**config.mk**
```make
export PLATFORM = sky130hd
export DESIGN_NAME = ripple_count_capture
export DESIGN_NICKNAME = d
export VERILOG_FILES = /design/src/rtl/ripple_pkg.sv /design/src/rtl/sync_2ff.sv /design/src/rtl/ripple_count_capture.sv
export SDC_FILE = /design/constraint.sdc
export NUM_CORES = 1
export LEC_CHECK = 0
export CAP_MARGIN = 5
export CORE_MARGIN = 8
export CORE_UTILIZATION = 50
export CTS_CLUSTER_DIAMETER = 40
export DETAILED_ROUTE_END_ITERATION = 8
export PLACE_DENSITY = 0.82
export SYNTH_ARGS = -nofsm -noshare
export SYNTH_HDL_FRONTEND = slang
export SYNTH_SLANG_ARGS = --single-unit
```
**constraint.sdc**
```tcl
create_clock -name clk -period 2.6 [get_ports clk]
set_input_delay 0.52 -clock clk [delete_from_list [all_inputs] [get_ports clk]]
set_output_delay 0.52 -clock clk [all_outputs]
set_load 0.02 [all_outputs]
```
**src/rtl/ripple_pkg.sv**
```systemverilog
// rtl/ripple_pkg.sv - shared constants and FSM encoding for ripple counter capture
package ripple_pkg;

   // Capture FSM: UNPRIMED accepts the first stable value unchecked, TRACK step-checks
   typedef enum logic {
      ST_UNPRIMED = 1'b0,
      ST_TRACK    = 1'b1
   } state_e;

   localparam int DEF_WIDTH         = 4;
   localparam int DEF_STABLE_CYCLES = 2;
   localparam int DEF_WRAP_W        = 8;

endpackage

```
**src/rtl/sync_2ff.sv**
```systemverilog
// rtl/sync_2ff.sv - per-bit two-flop synchronizer, async active-high reset to 0
module sync_2ff #(
   parameter int W = 4
) (
   input  logic         clk,
   input  logic         rst,
   input  logic [W-1:0] d_i,
   output logic [W-1:0] q_o
);

   logic [W-1:0] s1_q;
   logic [W-1:0] s2_q;

   // Two back-to-back flops per bit; bits are not assumed to arrive together
   always_ff @(posedge clk or posedge rst) begin
      if (rst) begin
         s1_q <= '0;
         s2_q <= '0;
      end else begin
         s1_q <= d_i;
         s2_q <= s1_q;
      end
   end

   assign q_o = s2_q;

endmodule

```
**src/rtl/ripple_count_capture.sv**
```systemverilog
// rtl/ripple_count_capture.sv - sync, settle-filter, step-check and hand off a ripple down counter
module ripple_count_capture
   import ripple_pkg::*;
#(
   parameter int WIDTH         = DEF_WIDTH,
   parameter int STABLE_CYCLES = DEF_STABLE_CYCLES,
   parameter int WRAP_W        = DEF_WRAP_W
) (
   input  logic              clk,
   input  logic              rst,
   input  logic [WIDTH-1:0]  cnt_in,
   output logic [WIDTH-1:0]  cnt_out,
   output logic              cnt_valid,
   input  logic              cnt_ready,
   output logic              wrap_pulse,
   output logic [WRAP_W-1:0] wrap_count,
   output logic              glitch_err,
   output logic              overrun
);

   localparam int               SW       = (STABLE_CYCLES > 1) ? $clog2(STABLE_CYCLES) : 1;
   localparam logic [SW-1:0]    STAB_MAX = SW'(STABLE_CYCLES - 1);
   localparam logic [WIDTH-1:0] ALL_ONES = '1;

   logic [WIDTH-1:0] s2;

   sync_2ff #(.W(WIDTH)) u_sync (
      .clk (clk),
      .rst (rst),
      .d_i (cnt_in),
      .q_o (s2)
   );

   // cand_vld_q keeps the reset value of s2 from masquerading as an already-loaded
   // candidate, so a value is only accepted after it has really been seen at s2
   logic [WIDTH-1:0] cand_q, cand_d;
   logic [SW-1:0]    stab_q, stab_d;
   logic             cand_vld_q, cand_vld_d;

   // Stability filter next state: reload on change, otherwise count up to the threshold and hold
   always_comb begin
      cand_d     = cand_q;
      stab_d     = stab_q;
      cand_vld_d = 1'b1;
      if (!cand_vld_q || (s2 != cand_q)) begin
         cand_d = s2;
         stab_d = '0;
      end else if (stab_q != STAB_MAX) begin
         stab_d = stab_q + SW'(1);
      end
   end

   // Filter registers
   always_ff @(posedge clk or posedge rst) begin
      if (rst) begin
         cand_q     <= '0;
         stab_q     <= '0;
         cand_vld_q <= 1'b0;
      end else begin
         cand_q     <= cand_d;
         stab_q     <= stab_d;
         cand_vld_q <= cand_vld_d;
      end
   end

   state_e            state_q;
   logic [WIDTH-1:0]  acc_q;
   logic [WIDTH-1:0]  cnt_out_q;
   logic              cnt_valid_q;
   logic              wrap_pulse_q;
   logic [WRAP_W-1:0] wrap_count_q;
   logic              glitch_q;
   logic              overrun_q;

   logic eligible;
   logic accept;
   logic is_wrap;
   logic bad_step;

   assign eligible = cand_vld_q && (s2 == cand_q) && (stab_q == STAB_MAX);
   assign accept   = eligible && ((state_q == ST_UNPRIMED) || (cand_q != acc_q));
   // acc-1 covers the wrap too, since 0-1 is all ones
   assign is_wrap  = (state_q == ST_TRACK) && (acc_q == '0) && (cand_q == ALL_ONES);
   assign bad_step = (state_q == ST_TRACK) && (cand_q != (acc_q - WIDTH'(1)));

   // Capture FSM with step check, wrap counter and one-entry holding register
   always_ff @(posedge clk or posedge rst) begin
      if (rst) begin
         state_q      <= ST_UNPRIMED;
         acc_q        <= '0;
         cnt_out_q    <= '0;
         cnt_valid_q  <= 1'b0;
         wrap_pulse_q <= 1'b0;
         wrap_count_q <= '0;
         glitch_q     <= 1'b0;
         overrun_q    <= 1'b0;
      end else begin
         wrap_pulse_q <= 1'b0;
         if (accept) begin
            state_q     <= ST_TRACK;
            acc_q       <= cand_q;
            cnt_out_q   <= cand_q;
            cnt_valid_q <= 1'b1;
            if (is_wrap) begin
               wrap_pulse_q <= 1'b1;
               wrap_count_q <= wrap_count_q + WRAP_W'(1);
            end
            if (bad_step) begin
               glitch_q <= 1'b1;
            end
            // A simultaneous ready means the old value left this cycle, so nothing is lost
            if (cnt_valid_q && !cnt_ready) begin
               overrun_q <= 1'b1;
            end
         end else if (cnt_valid_q && cnt_ready) begin
            cnt_valid_q <= 1'b0;
         end
      end
   end

   assign cnt_out    = cnt_out_q;
   assign cnt_valid  = cnt_valid_q;
   assign wrap_pulse = wrap_pulse_q;
   assign wrap_count = wrap_count_q;
   assign glitch_err = glitch_q;
   assign overrun    = overrun_q;

endmodule
```
==> metrics.cfg, run 1 <==
[global_routing]
antenna_found_initial=0
grt_pass1_vias=875
grt_pass1_wl_um=3830
grt_overflow_total=0
grt_max_degree=32
track_usage_pct=11.7

[sta]
finalCritPeriodShare_pct=74.9
finalCriticalPeriod_ns=1.95
fmax_mhz=514
final-max-slew-violation-count=0
setup_tns_ns=0
final.setup_skew_ns=0.00777
finalSetupViolCount=0
hold_viol=0
rsz0062_at_grt=no

[layout]
num_antenna_cells=0
nets=128
area_delta_synth_final_pct=21.7
final_cell_area_um2=1520
nFillCells=194
regArea_um2=776
drive_gt1_share_pct=11.8
multi_input_area_um2=409

[drt]
m1WireLength_um=888
routed_via_density=5.05
wl_um=2150
wl_met2_um=1010
ant_nets=0
drc=0
dr.pass1.iters=4
dr_total_vias=752
met3WireLength_um=209
topRoutingLayerUsed=met4
wl_per_cell_um=14.4
first_iter_violations=23

[clock_tree]
root_buffer=clkbuf_4
cts_tree=built
ctsHoldBuffers=0
cts_buffer_depth=2
clk_pin_slew_ns=0.09
clk_latency_ns=0.33
cts_num_sinks=31
htreeDepth=2
cts_setup_buffers=0
ctsResizeCount=0
cts_made_buffers=5

[die]
ioPinCount=23
die_area_um2=4340
start_util_pct=51.7
die_w_um=65.9
core_um2=2410
rows=18
chipHeight_um=65.9

[place]
placed_area_um2=1470
port_buffers=22
gp_congestion=0.807
dp_hpwl_um=1550

[synth]
synthTopCellsByCount=dfrtp_1 (31), xor2_1 (10), xnor2_1 (8), nand4_1 (6), nand2_1 (5)
syn_area_um2=1240
synth-seq-cells=31
postSynthCellCount=95
syn_nets=105
yosys_warnings=0
synth.area.top_cells=dfrtp_1 (62%), xor2_1 (7.0%), xnor2_1 (5.6%)
synth_edf_count=0
syn_avg_cell_area_um2=13.1
synth_most_common_cell=dfrtp_1
ys_seq_area_share_pct=62.3
synthFlopType=dfrtp_1
synthArstFlopShare_pct=100
synth_top_area_share_pct=62.3
synth_cell_types=25
synth_top_area_cell=dfrtp_1

[power]
p_leak_nw=0.714
ir_worst_vdd_uv=379
power_density_nw_per_um2=548

[critical_path]
critical_path_class=flip-flop to flip-flop
cp_max_fo=9
cp-end-kind=flip-flop
start_kind=flip-flop
arrival_ns=2.17
required_ns=2.82

[min_path]
hp-class=flip-flop to flip-flop

[run_status]
outcome=completed

[job]
max_cap_violations=0

[registers in the layout (all words and copies together) (netlist names)]
| signal | cells |
|---|---|
| cand_q | 4 |
| cand_vld_q | 1 |
| cnt_out | 4 |
| cnt_valid | 1 |
| glitch_err | 1 |
| overrun | 1 |
| stab_q | 1 |
| state_q | 1 |
| u_sync.q_o | 4 |
| u_sync.s1_q | 4 |
| wrap_count | 8 |
| wrap_pulse | 1 |
[cells in the final DEF, fill, tap and decap left out]
cell type,synthesis,final
dfrtp_1,31,31
clkdlybuf4s50_1,0,22
xor2_1,10,10
xnor2_1,8,8
nand4_1,6,6
nand2_1,5,5
clkbuf_4,0,5
and3_1,4,4
inv_1,4,4
mux2_2,3,3
ha_1,3,3
o21ai_0,2,2
clkbuf_1,4,2
nor4_2,1,1
and3_2,1,1
or2_2,1,1
nor4b_1,1,1
and2_2,1,1
nor4_1,1,1
a41o_1,1,1
nor3_1,1,1
nand3_1,1,1
o21bai_1,1,1
a22o_1,1,1
conb_1,1,1
clkinv_2,0,1
buf_4,1,1
[stage by stage]
stage / total power [mW] / instances / hold slack, ns / util (%) / setup WS (ns)
floorplan: 0.558 / 95 / 0.331 / - / 0.837
global placement: 0.578 / 141 / 0.333 / 60.8 / 0.716
detailed placement: 0.581 / 141 / 0.345 / 60.8 / 0.689
CTS: 0.846 / 149 / 0.366 / 62.9 / 0.647
global route: 0.880 / 149 / 0.375 / 62.9 / 0.480
finish: 0.830 / 149 / 0.359 / 62.9 / 0.653
[final cells by class]
type	instances	share of cell area, %
Tap cell	30	2.48
Sequential cell	31	51.2
Clock buffer	7	2.97
Timing Repair Buffer	23	15.0
Clock inverter	1	0.330
Multi-Input combinational cell	53	27.0
Inverter	4	0.991
[logic make-up after synthesis]
family                     Yosys count  synth area share [%]
AOI/OAI and AO/OA                    5                  2.91
xor gates and xnor gates            18                  12.7
buffers and inverters               11                  4.82
muxes                                3                  2.71
other                                1                 0.301
and+or+nand+nor                     23                  11.3
adders and majority gates            3                  3.02
DFF                                 31                  62.3
[worst max-delay path, stage by stage, from the launching register on]
cell and delay, ns:
dfrtp_1 0.44, xor2_1 0.19, nor4_2 0.39, and3_1 0.43, mux2_2 0.39
[final timing paths]
kind                                     start             to  slack [ns]  cells past startpoint
worst max-delay path                 cand_q[2]  wrap_count[1]        0.65                      4
worst min-delay path            u_sync.s1_q[3]  u_sync.q_o[3]        0.36                      0
worst max register to register       cand_q[2]  wrap_count[1]        0.65                      4
worst min register to register  u_sync.s1_q[3]  u_sync.q_o[3]        0.36                      0
max in group asynchronous                  rst     cnt_out[1]        1.76                      3
min in group asynchronous                  rst  u_sync.q_o[3]        0.57                      3
[where the power goes]
part           switching [mW]  internal [mW]
sequential             0.0128          0.497
combinational          0.0299         0.0301
clock                   0.155          0.105
total                   0.198          0.632
[per-layer routing]
metal,up-vias,GRT usage (%)
met5,-,0
met4,0,6.54
met3,5,6.61
met2,25,17.5
met1,361,12.8
li1,361,-
No activity file was read; power rests on OpenSTA's default activity.
==> inputs of run 2 (changes only) <==
- CORE_UTILIZATION: 50 -> 45
- PLACE_DENSITY: 0.82 -> 0.78
- clock period: 2.6 -> 1.7 ns (I/O delays scaled with it)
==> run 2 against run 1 <==
Against the previous run:
- fmax is 12% higher
- largest cell class unchanged
- the flow now finishes with violations (negative setup slack)
- die area up 8.3%
- critical endpoint is now cnt_out[3]
- critical path depth rose by 1
- via count is 11% higher
- count of clock-buffer cells in the layout is 1 lower
- setup slack got worse by 0.70 ns
- non-clock buffer count rose by 20
- final area is 13% higher
- utilization is 0.98 points higher
- cell count up 13%
- hold slack worse by 0.065 ns
==> metrics.cfg, run 2 (synthesized netlist as in run 1, its figures left out) <==
[layout]
fin_util_pct=63.9
final_common_cell=dfrtp_1
drive_gt1_share_pct=31.9
mostFrequentLayoutCells=dfrtp_1 (29), buf_4 (19), dlygate4sd2_1 (11)
largest_register_ffs=8
final_cells=169
num_antenna_cells=0
final_cell_area_um2=1720
nets=148
area_delta_synth_final_pct=37.8

[global_routing]
grt_overflow_total=0
grt_pass1_vias=923
grt_pass1_wl_um=4260
antenna_found_initial=0
track_usage_pct=12.6
grt_max_degree=14

[critical_path]
cp-end-kind=flip-flop
cp_top_family=simple AND/OR/NAND/NOR gates
cpPeakStageDelay_ns=0.41
cp_cell_sequence=xor2_1 -> nor4_2 -> buf_4 -> and3_4 -> mux2_4
critical_path_class=flip-flop to flip-flop
arrival_ns=1.95
crit_buf_inv=1
slowest_stage=dfrtp_1
required_ns=1.91
start_kind=flip-flop
cp_max_fo=4

[drt]
wl_per_cell_um=14.7
wl_met2_um=1310
topRoutingLayerUsed=met4
first_iter_violations=16
m1WireLength_um=964
routed_via_density=4.96
wl_um=2490
drc=0
met3WireLength_um=144
ant_nets=0
dr_total_vias=838
dr.pass1.iters=2

[power]
power_density_nw_per_um2=775
ir_worst_vdd_uv=747
p_leak_nw=0.954
finalPower_mw=1.33

[run_status]
outcome=complete, but fails checks
violations=negative setup slack

[place]
placed_area_um2=1570
place_inst=156
dp_hpwl_um=1820
gp_congestion=0.859
port_buffers=22

[clock_tree]
htreeDepth=2
clk_latency_ns=0.33
cts_buffer_depth=2
cts_num_sinks=31
cts_made_buffers=5
root_buffer=clkbuf_4
clk_pin_slew_ns=0.10
cts_tree=built

[sta]
finalSetupViolCount=4
finalCriticalPeriod_ns=1.74
final.setup_skew_ns=0.0141
finalCritPeriodShare_pct=102
rsz0062_at_grt=yes
fin_ws_ns=-0.0419
fmax_mhz=574
final-max-slew-violation-count=0
hold_viol=0

[die]
core_um2=2690
die_area_um2=4710
chipHeight_um=68.6
rows=19
start_util_pct=46.3
die_w_um=68.6
ioPinCount=23

[job]
max_cap_violations=0

[min_path]
hp-class=input port to async pin

-- run 2: layout make-up --
type                            instances  area [µm²]
Clock buffer                            6        51.3
Tap cell                               31        38.8
Timing Repair Buffer                   43         382
Sequential cell                        31         778
Fill cell                             208         971
Clock inverter                          1        5.00
Multi-Input combinational cell         53         445
Inverter                                4        15.0
-- run 2: worst reg2reg max path, stage by stage, from the launching register on --
cell	delay, ns
dfrtp_1	0.41
xor2_1	0.18
nor4_2	0.35
buf_4	0.18
and3_4	0.22
mux2_4	0.30
-- run 2: routing by layer --
layer,GRT usage [%],vias to the layer above
met5,0,-
met1,13.1,406
met2,20.3,20
met3,5.49,9
met4,8.18,0
li1,-,403
-- run 2: power by group --
| part | internal (mW) | switching [mW] |
|---|---|---|
| combinational | 0.0649 | 0.0595 |
| sequential | 0.760 | 0.0158 |
| clock | 0.191 | 0.239 |
| total | 1.02 | 0.314 |
-- run 2: path summary, 6_finish.rpt --
| check | slack (ns) | cells past startpoint | end | startpoint |
|---|---|---|---|---|
| setup / recovery | -0.04 | 5 | cnt_out[3] | cand_q[3] |
| hold / removal | 0.29 | 2 | cand_q[1] | rst |
| setup reg to reg | -0.04 | 5 | cnt_out[3] | cand_q[3] |
| hold reg to reg | 0.34 | 0 | u_sync.q_o[2] | u_sync.s1_q[2] |
| max in group asynchronous | 0.88 | 3 | cnt_out[3] | rst |
| min in group clk | 0.34 | 0 | u_sync.q_o[2] | u_sync.s1_q[2] |
-- run 2: per-stage QoR --
stage	setup slack, ns	hold slack [ns]	TNS [ns]
3_5_place_dp	-0.0500	0.338	-0.116
5_1_grt	-0.114	0.326	-0.767
3_3_place_gp	-0.0250	0.336	-0.0250
6_report	-0.0419	0.295	-0.0932
4_1_cts	-0.0115	0.291	-0.0115
2_1_floorplan	-0.00623	0.331	-0.00623
-- run 2: what timing repair did --
| action | in CTS | in global routing |
|---|---|---|
| hold buffers | 0 | 0 |
| pin swaps | 5 | 4 |
| resized for setup | 16 | 11 |
| setup endpoints to repair | 15 | 19 |
| buffers inserted | 5 | 2 |
